$ cat src/rtl/m_store_buf_pkg.sv
// Shared definitions for the store buffer: op encodings, byte-enable
// constants, default depth and the buffered entry layout.
package m_store_buf_pkg;

  localparam int DEFAULT_DEPTH = 4;

  typedef enum logic [1:0] {
    OP_SW  = 2'b00,
    OP_SH  = 2'b01,
    OP_SB  = 2'b10,
    OP_ILL = 2'b11
  } st_op_e;

  localparam logic [3:0] BE_NONE    = 4'b0000;
  localparam logic [3:0] BE_WORD    = 4'b1111;
  localparam logic [3:0] BE_HALF_LO = 4'b0011;
  localparam logic [3:0] BE_HALF_HI = 4'b1100;
  localparam logic [3:0] BE_BYTE0   = 4'b0001;

  // One buffered store; the address is kept word-aligned, so only [31:2].
  typedef struct packed {
    logic [29:0] word_addr;
    logic [31:0] data;
    logic [3:0]  byteen;
  } sb_entry_t;

endpackage

$ cat src/rtl/m_st_fmt.sv
// Store lane formatter: turns (op, low address bits, register data) into
// memory byte enables and lane-replicated write data, and flags misalignment.
module m_st_fmt
  import m_store_buf_pkg::*;
(
  input  logic [1:0]  op,
  input  logic [1:0]  addr_lo,
  input  logic [31:0] wdata,
  output logic [3:0]  byteen,
  output logic [31:0] data,
  output logic        misaligned,
  output logic        enqueue
);

  st_op_e op_e;
  assign op_e = st_op_e'(op);

  // Decode the access size into lane enables and replicated data.
  always_comb begin
    // NOTE: every output gets a default first so no path leaves it unassigned (no latch).
    byteen     = BE_NONE;
    data       = wdata;
    misaligned = 1'b0;
    case (op_e)
      OP_SW: begin
        byteen     = BE_WORD;
        data       = wdata;
        misaligned = (addr_lo != 2'b00);
      end
      OP_SH: begin
        byteen     = addr_lo[1] ? BE_HALF_HI : BE_HALF_LO;
        data       = {2{wdata[15:0]}};
        misaligned = addr_lo[0];
      end
      OP_SB: begin
        byteen = BE_BYTE0 << addr_lo;
        data   = {4{wdata[7:0]}};
      end
      default: ;
    endcase
    // Illegal ops and misaligned stores are consumed but never buffered.
    enqueue = (op_e != OP_ILL) && !misaligned;
  end

endmodule

$ cat src/rtl/m_store_buf.sv
// In-order store buffer between the memory stage and data memory. Stores
// are formatted on entry, drained from the head one per DM handshake, and
// a load in the same stage can ask whether any buffered store hits its word.
module m_store_buf
  import m_store_buf_pkg::*;
#(
  parameter int DEPTH = DEFAULT_DEPTH
)
(
  input  logic        clk,
  input  logic        reset,
  input  logic        M_st_valid,
  input  logic [1:0]  M_st_op,
  input  logic [31:0] M_st_addr,
  input  logic [31:0] M_st_wdata,
  output logic        M_st_ready,
  output logic        M_st_excp,
  input  logic [31:0] M_ld_addr,
  output logic        M_ld_hit,
  output logic        DM_valid,
  output logic [31:0] DM_addr,
  output logic [31:0] DM_wdata,
  output logic [3:0]  DM_byteen,
  input  logic        DM_ready,
  output logic [3:0]  M_buf_count
);

  localparam int         PW   = $clog2(DEPTH);
  localparam logic [3:0] FULL = 4'(DEPTH);

  sb_entry_t        mem [DEPTH];
  sb_entry_t        head;
  logic [DEPTH-1:0] valid;
  logic [PW-1:0]    wr_ptr;
  logic [PW-1:0]    rd_ptr;
  logic [3:0]       count;
  logic             excp_q;

  logic [3:0]       fmt_byteen;
  logic [31:0]      fmt_data;
  logic             fmt_mis;
  logic             fmt_enq;
  logic             take;
  logic             push;
  logic             pop;
  logic             unused_ld_lo;

  m_st_fmt u_fmt (
    .op         (M_st_op),
    .addr_lo    (M_st_addr[1:0]),
    .wdata      (M_st_wdata),
    .byteen     (fmt_byteen),
    .data       (fmt_data),
    .misaligned (fmt_mis),
    .enqueue    (fmt_enq)
  );

  // Ready depends only on occupancy, never on DM_ready, so a full buffer
  // refuses a request even in a cycle where it also pops.
  assign M_st_ready = (count != FULL);
  assign take       = M_st_valid && M_st_ready;
  assign push       = take && fmt_enq;
  assign DM_valid   = (count != 4'd0);
  assign pop        = DM_valid && DM_ready;

  // Pointers, occupancy, per-entry valid bits and the exception pulse.
  always_ff @(posedge clk or negedge reset) begin
    if (!reset) begin
      wr_ptr <= '0;
      rd_ptr <= '0;
      count  <= '0;
      valid  <= '0;
      excp_q <= 1'b0;
    end else begin
      // NOTE: state is updated with non-blocking assignments so every read sees pre-edge values.
      if (push) begin
        wr_ptr        <= wr_ptr + 1'b1;
        valid[wr_ptr] <= 1'b1;
      end
      if (pop) begin
        rd_ptr        <= rd_ptr + 1'b1;
        valid[rd_ptr] <= 1'b0;
      end
      count  <= count + {3'b000, push} - {3'b000, pop};
      excp_q <= take && fmt_mis;
    end
  end

  // Entry storage, written at the tail on every enqueue.
  always_ff @(posedge clk or negedge reset) begin
    if (!reset) begin
      // NOTE: the storage is reset because the head drives DM_* directly and must read zero in reset.
      for (int i = 0; i < DEPTH; i++) mem[i] <= '0;
    end else if (push) begin
      mem[wr_ptr] <= '{word_addr: M_st_addr[31:2], data: fmt_data, byteen: fmt_byteen};
    end
  end

  // Head entry straight from storage: stable while the memory stalls.
  assign head        = mem[rd_ptr];
  assign DM_addr     = {head.word_addr, 2'b00};
  assign DM_wdata    = head.data;
  assign DM_byteen   = head.byteen;
  assign M_st_excp   = excp_q;
  assign M_buf_count = count;

  // Word-granular load hit against every valid entry, byte enables ignored.
  always_comb begin
    M_ld_hit = 1'b0;
    for (int i = 0; i < DEPTH; i++) begin
      if (valid[i] && (mem[i].word_addr == M_ld_addr[31:2])) M_ld_hit = 1'b1;
    end
  end

  // Byte offset of the load address does not matter for a word match.
  assign unused_ld_lo = ^M_ld_addr[1:0];

endmodule

$ cat config.mk
export PLATFORM = sky130hd
export DESIGN_NAME = m_store_buf
export DESIGN_NICKNAME = d
export VERILOG_FILES = /design/src/rtl/m_store_buf_pkg.sv /design/src/rtl/m_st_fmt.sv /design/src/rtl/m_store_buf.sv
export SDC_FILE = /design/constraint.sdc
export NUM_CORES = 1
export LEC_CHECK = 0
export ABC_CLOCK_PERIOD_IN_PS = 6380
export BUFFER_PORTS_ARGS = -buffer_cell sky130_fd_sc_hd__buf_2
export CAP_MARGIN = 25
export CORE_MARGIN = 4
export CORE_UTILIZATION = 40
export CTS_CLUSTER_SIZE = 12
export DETAILED_ROUTE_END_ITERATION = 12
export MAX_ROUTING_LAYER = met4
export PLACE_DENSITY_LB_ADDON = 0.2
export SETUP_SLACK_MARGIN = 0.4
export SLEW_MARGIN = 0
export SYNTH_ARGS = -nofsm -noshare
export SYNTH_HDL_FRONTEND = slang
export SYNTH_SLANG_ARGS = --single-unit
$ cat constraint.sdc
create_clock -name clk -period 6.38 [get_ports clk]
set_clock_uncertainty 0.15 [all_clocks]
set_input_delay 0 -clock clk [delete_from_list [all_inputs] [get_ports clk]]
set_output_delay 0 -clock clk [all_outputs]
set_load 0.02 [all_outputs]
# ---- Yosys cells after proc, flatten, opt, wreduce, memory -nomap -nowiden
# Index checks and enable logic that the tools add are counted.
dict set report op_classes {
  add_sub_neg 4
  eq_ne 8
  order_cmp 7
  shift 1
  reduce_logical 16
  n_bitwise 5
  n_mux 20
}
# operator count
set op_table {}
lappend op_table {{bitwise mux 264 bit} 1}
lappend op_table {{2-to-1 mux 66 bit} 3}
lappend op_table {{binary-select mux 66 bit (select 2 bit)} 1}
lappend op_table {{demux 66 bit (select 2 bit)} 1}
lappend op_table {{equality test 30 bit} 4}
lappend op_table {{case mux 32 bit (2 select lines)} 1}
lappend op_table {{logical AND 1 bit} 12}
lappend op_table {{2-to-1 mux 4 bit} 3}
lappend op_table {{case mux 4 bit (3 select lines)} 1}
lappend op_table {{greater-or-equal comparator 3 bit (second input constant)} 2}
lappend op_table {{less-than comparator 2 x 3 -> 1 bit (second input constant)} 2}
lappend op_table {{2-to-1 mux 1 bit} 6}
lappend op_table {{NOT 2 -> 3 bit} 2}
lappend op_table {{adder 2 x 1 -> 2 bit (second input constant)} 2}
lappend op_table {{adder 4 x 1 -> 4 bit} 1}
lappend op_table {{bitwise AND 4 bit} 1}
lappend op_table {{demux 1 bit (select 2 bit)} 2}
lappend op_table {{greater-or-equal comparator 2 x 1 -> 1 bit (second input constant)} 2}
lappend op_table {{inequality test 4 x 3 -> 1 bit (second input constant)} 1}
lappend op_table {{NOT 4 bit} 1}
lappend op_table {{bitwise OR 4 bit} 1}
lappend op_table {{nonzero test 4 bit} 1}
lappend op_table {{<< shifter 1 x 2 -> 4 bit (first input constant)} 1}
lappend op_table {{subtractor 4 x 1 -> 4 bit} 1}
lappend op_table {{8 further kinds} 8}
dict set report totals {
  output_inout_bits 76
  reg_bits 277
  in_bits 102
  wordCells 78
}

# ---- Logic depth before layout (Yosys ltp)
# Gate-level depths: netlist of the first run.
dict set report logic_depth {
  depth_word 8
  depth_mapped 12
  mapped_depth_nobuf 12
}

# ---- Hierarchy
# From an unflattened synthesis of the first run, not the netlist that was laid out.
dict set report unflattened {
  hier_cells 984
  hier_area_um2 14651.6
}
# mod instances seq_area_each_um2 cells_each area_each_um2
set by_module_without_submodules {}
lappend by_module_without_submodules {m_store_buf 1 6931.6 888 14059.7}
lappend by_module_without_submodules {m_st_fmt 1 0.0 96 591.8}

# ---- Least setup slack after synthesis of the first run
# Ideal clock, no wire load.
dict set report synth_path {
  path_type {reg2reg}
  from {register count[3], in the netlist M_buf_count[3]}
  to {register count[2], in the netlist M_buf_count[2]}
  setup_ps 123
  stages_incl_launch_ff 11
  t_arrival_ps 2288
  path_buffers 0
  path_slack_ps 3819
  t_required_ps 6107
  period_less_slack_ps 2561
  cell_sequence {dfrtp_1 inv_1 ha_1 nand2_1 o2111a_2 inv_1 ha_1 inv_1 ha_1 fa_1 xor2_1}
}
dict set report synth_between {
  elab_chain_len 5
  elab_cells_between_ends 7
  classes_between {add/sub (2); eq/ne (1); reduce/logical (4)}
}
# item line_no
set synth_rtl {}
lappend synth_rtl {{from (decl)} m_store_buf.sv:36} ;# logic [3:0] count;
lappend synth_rtl {{from (signal assigned)} m_store_buf.sv:84} ;# count <= count + {3'b000, push} - {3'b000, pop};
lappend synth_rtl {{inequality test 4 x 3 -> 1 bit} m_store_buf.sv:60} ;# assign M_st_ready = (count != FULL);
lappend synth_rtl {{net M_st_ready} m_store_buf.sv:16} ;# output logic M_st_ready,
lappend synth_rtl {{logical AND 1 bit} m_store_buf.sv:61} ;# assign take = M_st_valid && M_st_ready;
lappend synth_rtl {{logical AND 1 bit} m_store_buf.sv:62} ;# assign push = take && fmt_enq;
lappend synth_rtl {{adder 4 x 1 -> 4 bit} m_store_buf.sv:84}
lappend synth_rtl {{subtractor 4 x 1 -> 4 bit} m_store_buf.sv:84}
# The timed path passes the listed nets, and every way through them passes these cells.
# A chain may end at the register's enable or synchronous reset.

# ---- Worst setup path in the final report of the first run
dict set report layout_path {
  from {input port M_st_op[0]}
  to {register mem[33] (netlist bit)}
}
dict set report layout_between {
  elab_chain_len 5
  elab_cells_between_ends 10
  classes_between {eq/ne (3); mux (3); reduce/logical (4)}
}
# item line_no
set layout_rtl {}
lappend layout_rtl {{from (decl)} m_store_buf.sv:13} ;# input logic [1:0] M_st_op,
lappend layout_rtl {{equality test 2 x 1 -> 1 bit / logical NOT 2 bit (equally long branches)} m_st_fmt.sv:24} ;# case (op_e)
lappend layout_rtl {{case mux 1 bit (2 select lines)} m_st_fmt.sv:24}
lappend layout_rtl {{logical NOT 1 bit} m_st_fmt.sv:42} ;# enqueue = (op_e != OP_ILL) && !misaligned;
lappend layout_rtl {{logical AND 1 bit} m_st_fmt.sv:42}
lappend layout_rtl {{logical AND 1 bit} m_store_buf.sv:62}
lappend layout_rtl {{to (signal, indexed assignment)} m_store_buf.sv:95} ;# mem[wr_ptr] <= '{word_addr: M_st_addr[31:2], data: fmt_data, byteen: fmt_byteen};
lappend layout_rtl {{to (decl)} m_store_buf.sv:31} ;# sb_entry_t mem [DEPTH];
# Several ways; a longest one is shown, not always the timed one.

==> flow_metrics.tcl, run 1 <==
set metrics [dict create \
    period_share 0.508 \
    slew_violations 0 \
    clkPwrFrac 0.210 \
    io_pins 178 \
    yosys_warnings 0 \
    r2r_slack_ns 3.33 \
    fin_area_um2 17500 \
    critical_path.top_delay_family "buffers and inverters" \
    fill_cells 3099 \
    crit_type "input pin to register" \
    antenna_cells 0 \
    cts_root_buffer "clkbuf_16" \
    regArea_um2 6940 \
    max-slew-margin-rel 0.339 \
    met1_usage 0.265 \
    area_growth_pct 20.6 \
    grt_usage 0.195 \
    final_common_cell "dfrtp_1" \
    finalSetupViolations 0 \
    power-per-cell-area_nw_per_um2 550 \
    post_route_cells_drive_above_1_share 0.473 \
    cts_tree "yes" \
    reg2reg_depth 6 \
    drtAntennaViolNets 0 \
    synth_cell_type_count 32 \
    crit_chain "dlygate4sd3_1 > buf_2 > ha_1 > a21o_1 > o21ai_1 > o2111a_2 > and2_4 > buf_4 > mux2_2" \
    net-switching-power_mw 3.43 \
    synthCells 974 \
    die-area_um2 39300 \
    reg2reg_to "mem[33]" \
    cp_slowest_cell "and2_4" \
    place_congestion 0.847 \
    leakage_nw 7.70 \
    avgSynthCellArea_um2 14.9 \
    drc 0 \
    switching_share 0.358 \
    yosys.area.top_type "dfrtp_1" \
    cts.sinks 277 \
    via_count 8875 \
    ys_ff_latch 277 \
    die_w_um 198 \
    grt_pass1_wl_mm 57.1 \
    end_kind "register" \
    hold_path.class "input pin to asynchronous set/reset pin" \
    cts.path.max_buffers 3 \
    ir_drop_v 0.000235 \
    path_buf_inv 3 \
    period_minus_slack_ns 3.24 \
    max_stage_delay_ns 0.72 \
    status "finished, final reports clean" \
    postPlaceCellArea_um2 15500 \
    use_met2 0.306 \
    cts_resized 0 \
    nets 1310 \
    firstDrtPassIters 5 \
    pwr-share-seq 0.354 \
    grt_pass1_vias 9379 \
    top_usage_layer "met2" \
    setup_slack_ns 3.14 \
    multi_input_area_um2 7000 \
    start_util 0.406 \
    coreArea_um2 35700 \
    wl_mm 37.8 \
    synth_area_um2 14500 \
    hold_viol 0 \
    max_freq_mhz 309 \
    yosysSeqAreaShare 0.479 \
    htreeDepth 2 \
    internal_power_mw 6.16 \
    synth_top_area_frac 0.479 \
    dp_slack_ns 3.09 \
    cts_buffers 35 \
    overflow 0 \
    grt_max_degree 151 \
    drt-initial-drc-count 390 \
    fin_setup_tns_ns 0 \
    avgViaCountPerCell 5.29 \
    die_y_um 198 \
    worst_ep_required_time_ns 6.63 \
    max_cap_viol_count 0 \
    finalPower_mw 9.59 \
    post_drt_wl_per_cell_um 22.5 \
    clk_latency_ns 0.53 \
    rows 69 \
    grt_antenna_before_repair 0 \
    place_hpwl_mm 24.6 \
    synthTopCellsByArea "dfrtp_1 (48%), mux2_4 (12%), mux2_2 (12%), mux4_2 (10%), xnor2_1 (4.7%)" \
    critPathLaunchType "input pin" \
    worstPathArrival_ns 3.49 \
    io_buffers 173 \
    final_cell_mix "dfrtp_1 (275), buf_2 (172), mux2_2 (148), mux2_4 (116), xnor2_1 (78)" \
    cp.depth 9 \
    r2r-start "M_buf_count[2]" \
    rsz0062_at_grt "no" \
    p_comb_frac 0.435 \
    worst_pin_slew_ns 0.992 \
    clk_pin_slew_ns 0.05 \
    use_met3 0.0379 \
    cp_max_fo 43 \
]
-- timing repair --
item,CTS,global route
hold endpoints to repair,396,0
setup buffers,0,0
hold buffers,70,0
-- worst reg2reg max path: cells and delay by family, from the launching register on --
family	cells	cell delay [ns]
mux	1	0.40
fa+ha+maj	1	0.21
buf+inv	1	0.64
simple gates	2	0.82
compound gates	1	0.30
flops	1	0.40
-- sequential cells by signal, indices dropped and copies added (netlist names) --
register / cells
M_buf_count: 4
wr_ptr: 2
mem: 264
rd_ptr: 2
M_st_excp: 1
valid: 4
-- cell usage after synthesis (all sizes together) --
cell type	count
clkbuf	26
fa	1
and2	6
conb	1
a2bb2oi	4
mux4	66
mux2	264
inv	22
nand4	25
ha	18
o22ai	8
nor2	17
a21oi	12
xor2	46
dfrtp	277
nand2b	1
a21o	3
a22oi	8
nand2	14
buf	48
o2111a	1
o21ba	1
a22o	8
xnor2	78
o21ai	3
nor4	16
-- stage by stage --
step	utilization	cells	hold slack [ns]
finish	0.489	1677	0.0644
global route	0.489	1677	0.101
CTS	0.489	1676	0.0479
detailed placement	0.436	1542	0.0481
global placement	0.436	1542	0.0699
floorplan	-	975	-0.446
-- worst max-delay path by stage --
stage	start	end	slack [ns]
floorplan	M_buf_count[3]	M_buf_count[2]	3.82
detailed placement	M_st_op[1]	mem[33]	3.09
finish	M_st_op[0]	mem[33]	3.14
CTS	rd_ptr[0]	DM_wdata[26]	3.06
global route	rd_ptr[0]	DM_wdata[26]	2.92
global placement	M_st_op[1]	mem[101]	3.09
-- cell families after synthesis --
kind of cell	share of synthesized area
buf+inv	0.0375
compound gates	0.0232
mux	0.338
fa+ha+maj	0.0170
simple gates	0.0295
flops	0.479
xor+xnor	0.0751
other cells	0.000259
-- layout make-up --
type                       count  share of cell area
sequential                   277               0.398
timing repair buffer         251              0.0956
inverter                      22             0.00473
tap                          461              0.0331
clock buffer                  51              0.0589
multi-input combinational    602               0.401
clock inverter                13             0.00925
-- power by group through the flow --
stage                     combinational, mW  clock (mW)  sequential [mW]
final                                  4.18        2.02             3.40
after global routing                   4.46        2.14             3.52
after CTS                              4.23        2.07             3.41
after detailed placement               4.18           0             3.42
after global placement                 4.13           0             3.40
after floorplan                        3.25           0             3.10
-- routing by layer --
layer  up-vias  wire length (µm)
li1       3963                 -
met1      4661             17200
met2       198             17900
met3        53              1970
met4         0               701
met5         -                 0
No activity file was read; power rests on OpenSTA's default activity.
==> inputs of run 2 (changes only) <==
ABC_CLOCK_PERIOD_IN_PS = 3250   (was 6380)
clock period = 3.25 ns   (was 6.38 ns; I/O delays follow)
==> flow_metrics.tcl, run 2 (synthesis gave the netlist of run 1 again) <==
set metrics [dict create \
    status "finished, violations left" \
    violations "hold timing" \
    worst_ep_required_time_ns 3.10 \
    max-slew-margin-rel 0.412 \
    io_pins 178 \
    via_count 8929 \
    cts.path.max_buffers 3 \
    r2r-start "M_buf_count[2]" \
    setup_slack_ns 0.687 \
    grt_max_degree 108 \
    htreeDepth 2 \
    rsz0062_at_grt "no" \
    max_cap_viol_count 0 \
    finalPower_mw 18.7 \
    cts_tree "yes" \
    hold_viol 5 \
    largest_reg_flops 264 \
    post_route_cells_drive_above_1_share 0.476 \
    regMostFlops "mem" \
    hold_buffers 70 \
    r2r_slack_ns 0.84 \
    die-area_um2 39300 \
    worstPathArrival_ns 2.41 \
    grt_pass1_vias 9517 \
    avgViaCountPerCell 5.29 \
    firstDrtPassIters 4 \
    drtAntennaViolNets 0 \
    period_minus_slack_ns 2.56 \
    place_hpwl_mm 25.5 \
    rows 69 \
    area_growth_pct 21.5 \
    cp_slowest_cell "dfrtp_4" \
    clk_latency_ns 0.53 \
    clk_pin_slew_ns 0.06 \
    dp_slack_ns 0.760 \
    critPathLaunchType "register" \
    nets 1323 \
    cts_root_buffer "clkbuf_16" \
    final_cell_mix "dfrtp_1 (275), buf_2 (172), mux2_2 (148), mux2_4 (116), xnor2_1 (78)" \
    crit_type "register to output port" \
    cp_max_fo 23 \
    power-per-cell-area_nw_per_um2 1060 \
    crit_chain "buf_4 > mux4_2 > buf_2" \
    max_freq_mhz 390 \
    whs_ns -0.0161 \
    path_buf_inv 2 \
    grt_pass1_wl_mm 58.7 \
    die_w_um 198 \
    cts.sinks 277 \
    slew_violations 0 \
    drc 0 \
    wl_mm 37.7 \
    drt-initial-drc-count 452 \
    io_buffers 173 \
    final_common_cell "dfrtp_1" \
    fin_cells 1688 \
    critical_path.top_delay_family "flip-flops" \
    hold_path.class "input pin to asynchronous set/reset pin" \
    reg2reg_to "mem[131]" \
    cts_setup_buffers 0 \
    period_share 0.789 \
    antenna_cells 0 \
    leakage_nw 7.74 \
    die_y_um 198 \
    grt_usage 0.200 \
    place_congestion 0.858 \
    reg2reg_depth 6 \
    grt_antenna_before_repair 0 \
    fin_setup_tns_ns 0 \
    max_stage_delay_ns 0.78 \
    start_util 0.406 \
    worst_pin_slew_ns 0.882 \
    cts_resized 0 \
    placed_cells 1556 \
    post_drt_wl_per_cell_um 22.4 \
    finalSetupViolations 0 \
    cts_buffers 35 \
    ir_drop_v 0.000546 \
    end_kind "output port" \
    coreArea_um2 35700 \
    overflow 0 \
]
## run 2: cell count changes in the layout (fill, tap and decap cells not counted), moves of 2 or more
cell       delta
bufinv_16     -3
clkbuf_1      +2
inv_6         +2
buf_12       +13
## run 2: area by class of cell
class	count	area (µm²)
fill	3117	18100
clock inverter	11	75.1
multi-input combinational	602	7000
sequential	277	6940
tap	461	577
clock buffer	51	996
timing repair buffer	264	1910
inverter	22	82.6
## run 2: report_power, final
group	internal, mW	switching, mW	total [mW]
Combinational	4.60	3.87	8.46
Sequential	5.18	1.40	6.58
Clock	2.14	1.50	3.64
Total	11.9	6.77	18.7
## run 2: stage by stage
step                utilization  area (µm²)
finish                    0.493       17600
global route              0.493       17600
global placement          0.443       15800
CTS                       0.493       17600
detailed placement        0.443       15800
floorplan                     -       14500
## run 2: routing by layer
layer / vias up / track usage / part of all wire
met1: 4683 / 0.274 / 0.45
met3: 42 / 0.0408 / 0.061
li1: 3976 / - / -
met2: 228 / 0.311 / 0.47
met5: - / - / 0
met4: 0 / 0.0467 / 0.016
## run 2: how the worst max path moves through the flow
stage,start,to,depth (start not counted),slack [ns]
finish,rd_ptr[0],DM_wdata[5],3,0.69
global route,rd_ptr[0],DM_wdata[5],3,0.51
CTS,rd_ptr[0],DM_wdata[5],3,0.59
detailed placement,M_st_op[0],mem[131],9,0.76
global placement,M_buf_count[2],mem[131],6,0.77
floorplan,M_buf_count[3],M_buf_count[2],10,0.69
==> inputs of run 3 (changes only) <==
ABC_AREA = 1   (was not set)
ABC_CLOCK_PERIOD_IN_PS = 2500   (was 3250)
clock period = 2.5 ns   (was 3.25 ns; I/O delays follow)
==> flow_metrics.tcl, run 3 <==
set metrics [dict create \
    drc 0 \
    io_buffers 173 \
    via_count 15124 \
    drtAntennaViolNets 0 \
    cp_max_fo 7 \
    io_pins 178 \
    leakage_nw 10.1 \
    worst_ep_required_time_ns 2.35 \
    synthFlopType "dfrtp_1" \
    clk_latency_ns 0.59 \
    cts.sinks 277 \
    max-slew-margin-rel 0.500 \
    synthCells 2081 \
    yosys.area.top_type "dfrtp_1" \
    fin_setup_tns_ns 0 \
    critical_path.top_delay_family "buffers and inverters" \
    hold_path.class "input pin to register" \
    grt_antenna_before_repair 1 \
    firstDrtPassIters 7 \
    ys_ff_latch 277 \
    synthSimpleGateAreaFrac 0.261 \
    area_growth_pct 32.5 \
    cts_buffers 31 \
    place_hpwl_mm 33.8 \
    top_usage_layer "met2" \
    clk_pin_slew_ns 0.06 \
    die_w_um 202 \
    nets 2479 \
    start_util 0.408 \
    largest_reg_flops 264 \
    violations "hold timing" \
    synth-adder-area-share 0.0163 \
    period_minus_slack_ns 2.21 \
    crit_chain "inv_12 > buf_12 > clkbuf_16 > nor2_1 > o22ai_1 > buf_4" \
    regMostFlops "mem" \
    synth_top_area_frac 0.461 \
    synth_edf_count 0 \
    power-per-cell-area_nw_per_um2 1380 \
    avgSynthCellArea_um2 7.22 \
    synth_area_um2 15000 \
    use_met2 0.416 \
    worst_pin_slew_ns 0.742 \
    status "finished, violations left" \
    grt_pass1_vias 14041 \
    use_met3 0.0318 \
    htreeDepth 1 \
    synth_compound_area_frac 0.156 \
    yosys_warnings 0 \
    period_share 0.886 \
    r2r_slack_ns 0.32 \
    hold_viol 1 \
    async_flop_share 1.00 \
    grt_usage 0.254 \
    synth_xor_xnor_area_share 0.00990 \
    finalSetupViolations 0 \
    post_drt_wl_per_cell_um 19.7 \
    path_buf_inv 4 \
    cts_root_buffer "clkbuf_16" \
    met1_usage 0.340 \
    critPathLaunchType "register" \
    whs_ns -0.00636 \
    synth_top_family_by_area "simple AND/OR/NAND/NOR gates" \
    avgViaCountPerCell 5.24 \
    crit_type "register to output port" \
    final_common_cell "nand2_1" \
    synth_commonest_cells "nand2_1 (846), dfrtp_1 (277), o21ai_0 (250)" \
    final_cell_mix "nand2_1 (830), dfrtp_1 (272), o21ai_0 (202), inv_1 (179), nor2_1 (133)" \
    coreArea_um2 36900 \
    max_cap_viol_count 0 \
    cts_tree "yes" \
    cp_slowest_cell "dfrtp_4" \
    ir_drop_v 0.000957 \
    max_stage_delay_ns 0.58 \
    cts.path.max_buffers 3 \
    die-area_um2 40700 \
    end_kind "output port" \
    post_route_cells_drive_above_1_share 0.198 \
    synth_cell_type_count 33 \
    grt_max_degree 73 \
    wl_mm 56.8 \
    worstPathArrival_ns 2.06 \
    die_y_um 202 \
    slew_violations 0 \
    rows 70 \
    drt-initial-drc-count 1345 \
    synthTopCellsByArea "dfrtp_1 (46%), nand2_1 (21%), o21ai_0 (8.3%), inv_1 (4.6%), nor2_1 (4.0%)" \
    max_freq_mhz 452 \
    grt_pass1_wl_mm 80.7 \
    place_congestion 0.965 \
    rsz0062_at_grt "yes" \
    yosysSeqAreaShare 0.461 \
    overflow 0 \
    synth.area.mux_share 0 \
    yosysMostFrequentCell "nand2_1" \
    finalPower_mw 27.5 \
]
run 3: worst paths after layout:
| kind | to | startpoint | depth (start not counted) |
|---|---|---|---|
| setup / recovery | DM_wdata[6] | rd_ptr[0] | 6 |
| hold / removal | wr_ptr[1] | M_st_valid | 8 |
| setup reg to reg | M_buf_count[2] | M_buf_count[2] | 10 |
| hold reg to reg | mem[155] | mem[155] | 2 |
| max in group asynchronous | mem[20] | reset | 4 |
| min in group asynchronous | mem[56] | reset | 3 |
run 3: cell families (layout without fill, tap and decap cells):
| family | count (synthesis) | in the layout |
|---|---|---|
| xor gates and xnor gates | 17 | 17 |
| DFF | 277 | 277 |
| adders and majority gates | 19 | 19 |
| and+or+nand+nor | 1021 | 1023 |
| other | 1 | 3 |
| AOI/OAI and AO/OA | 447 | 447 |
| buffers and inverters | 299 | 595 |
run 3: stage by stage:
stage	setup WS [ns]	util	std cells	area [µm²]
finish	0.285	0.540	2885	19900
global route	0.237	0.540	2885	19900
CTS	0.282	0.510	2848	18800
floorplan	0.278	-	2082	15100
global placement	0.316	0.446	2700	16400
detailed placement	0.289	0.446	2700	16400
run 3: metal layers:
| layer | vias to the layer above | wire (µm) |
|---|---|---|
| met2 | 652 | 27400 |
| li1 | 7115 | - |
| met5 | - | 0 |
| met1 | 7264 | 23400 |
| met3 | 93 | 4440 |
| met4 | 0 | 1510 |
run 3: area by class of cell:
cell class                      instances  area [µm²]
Clock buffer                           48         930
Timing Repair inverter                  3        22.5
Fill cell                            3515       17000
Timing Repair Buffer                  342        3240
Antenna cell                            1        2.50
Clock inverter                          7        77.6
Multi-Input combinational cell       1508        7270
Inverter                              195         806
Tap cell                              504         631
Sequential cell                       277        6940
run 3: report_power, final:
| group | total [mW] | internal (mW) | switching (mW) |
|---|---|---|---|
| Sequential | 8.07 | 6.54 | 1.53 |
| Clock | 4.59 | 2.65 | 1.94 |
| Combinational | 14.9 | 6.00 | 8.85 |
| Total | 27.5 | 15.2 | 12.3 |
run 3: worst reg2reg max path, cell delays in order, from the launching register on:
cell and delay (ns):
dfrtp_2 0.42, inv_1 0.09, ha_2 0.19, nand3_4 0.08
nand2_2 0.09, inv_2 0.11, ha_4 0.28, inv_2 0.03
ha_4 0.15, fa_2 0.33, xor2_1 0.14
run 3: what timing repair did:
| action | in CTS | in global routing |
|---|---|---|
| hold buffers | 73 | 0 |
| pin swaps | 18 | 43 |
| resized for setup | 116 | 194 |
| buffers inserted | 15 | 17 |
| hold endpoints to repair | 551 | 0 |
| setup endpoints to repair | 105 | 189 |
| gates cloned | 5 | 20 |
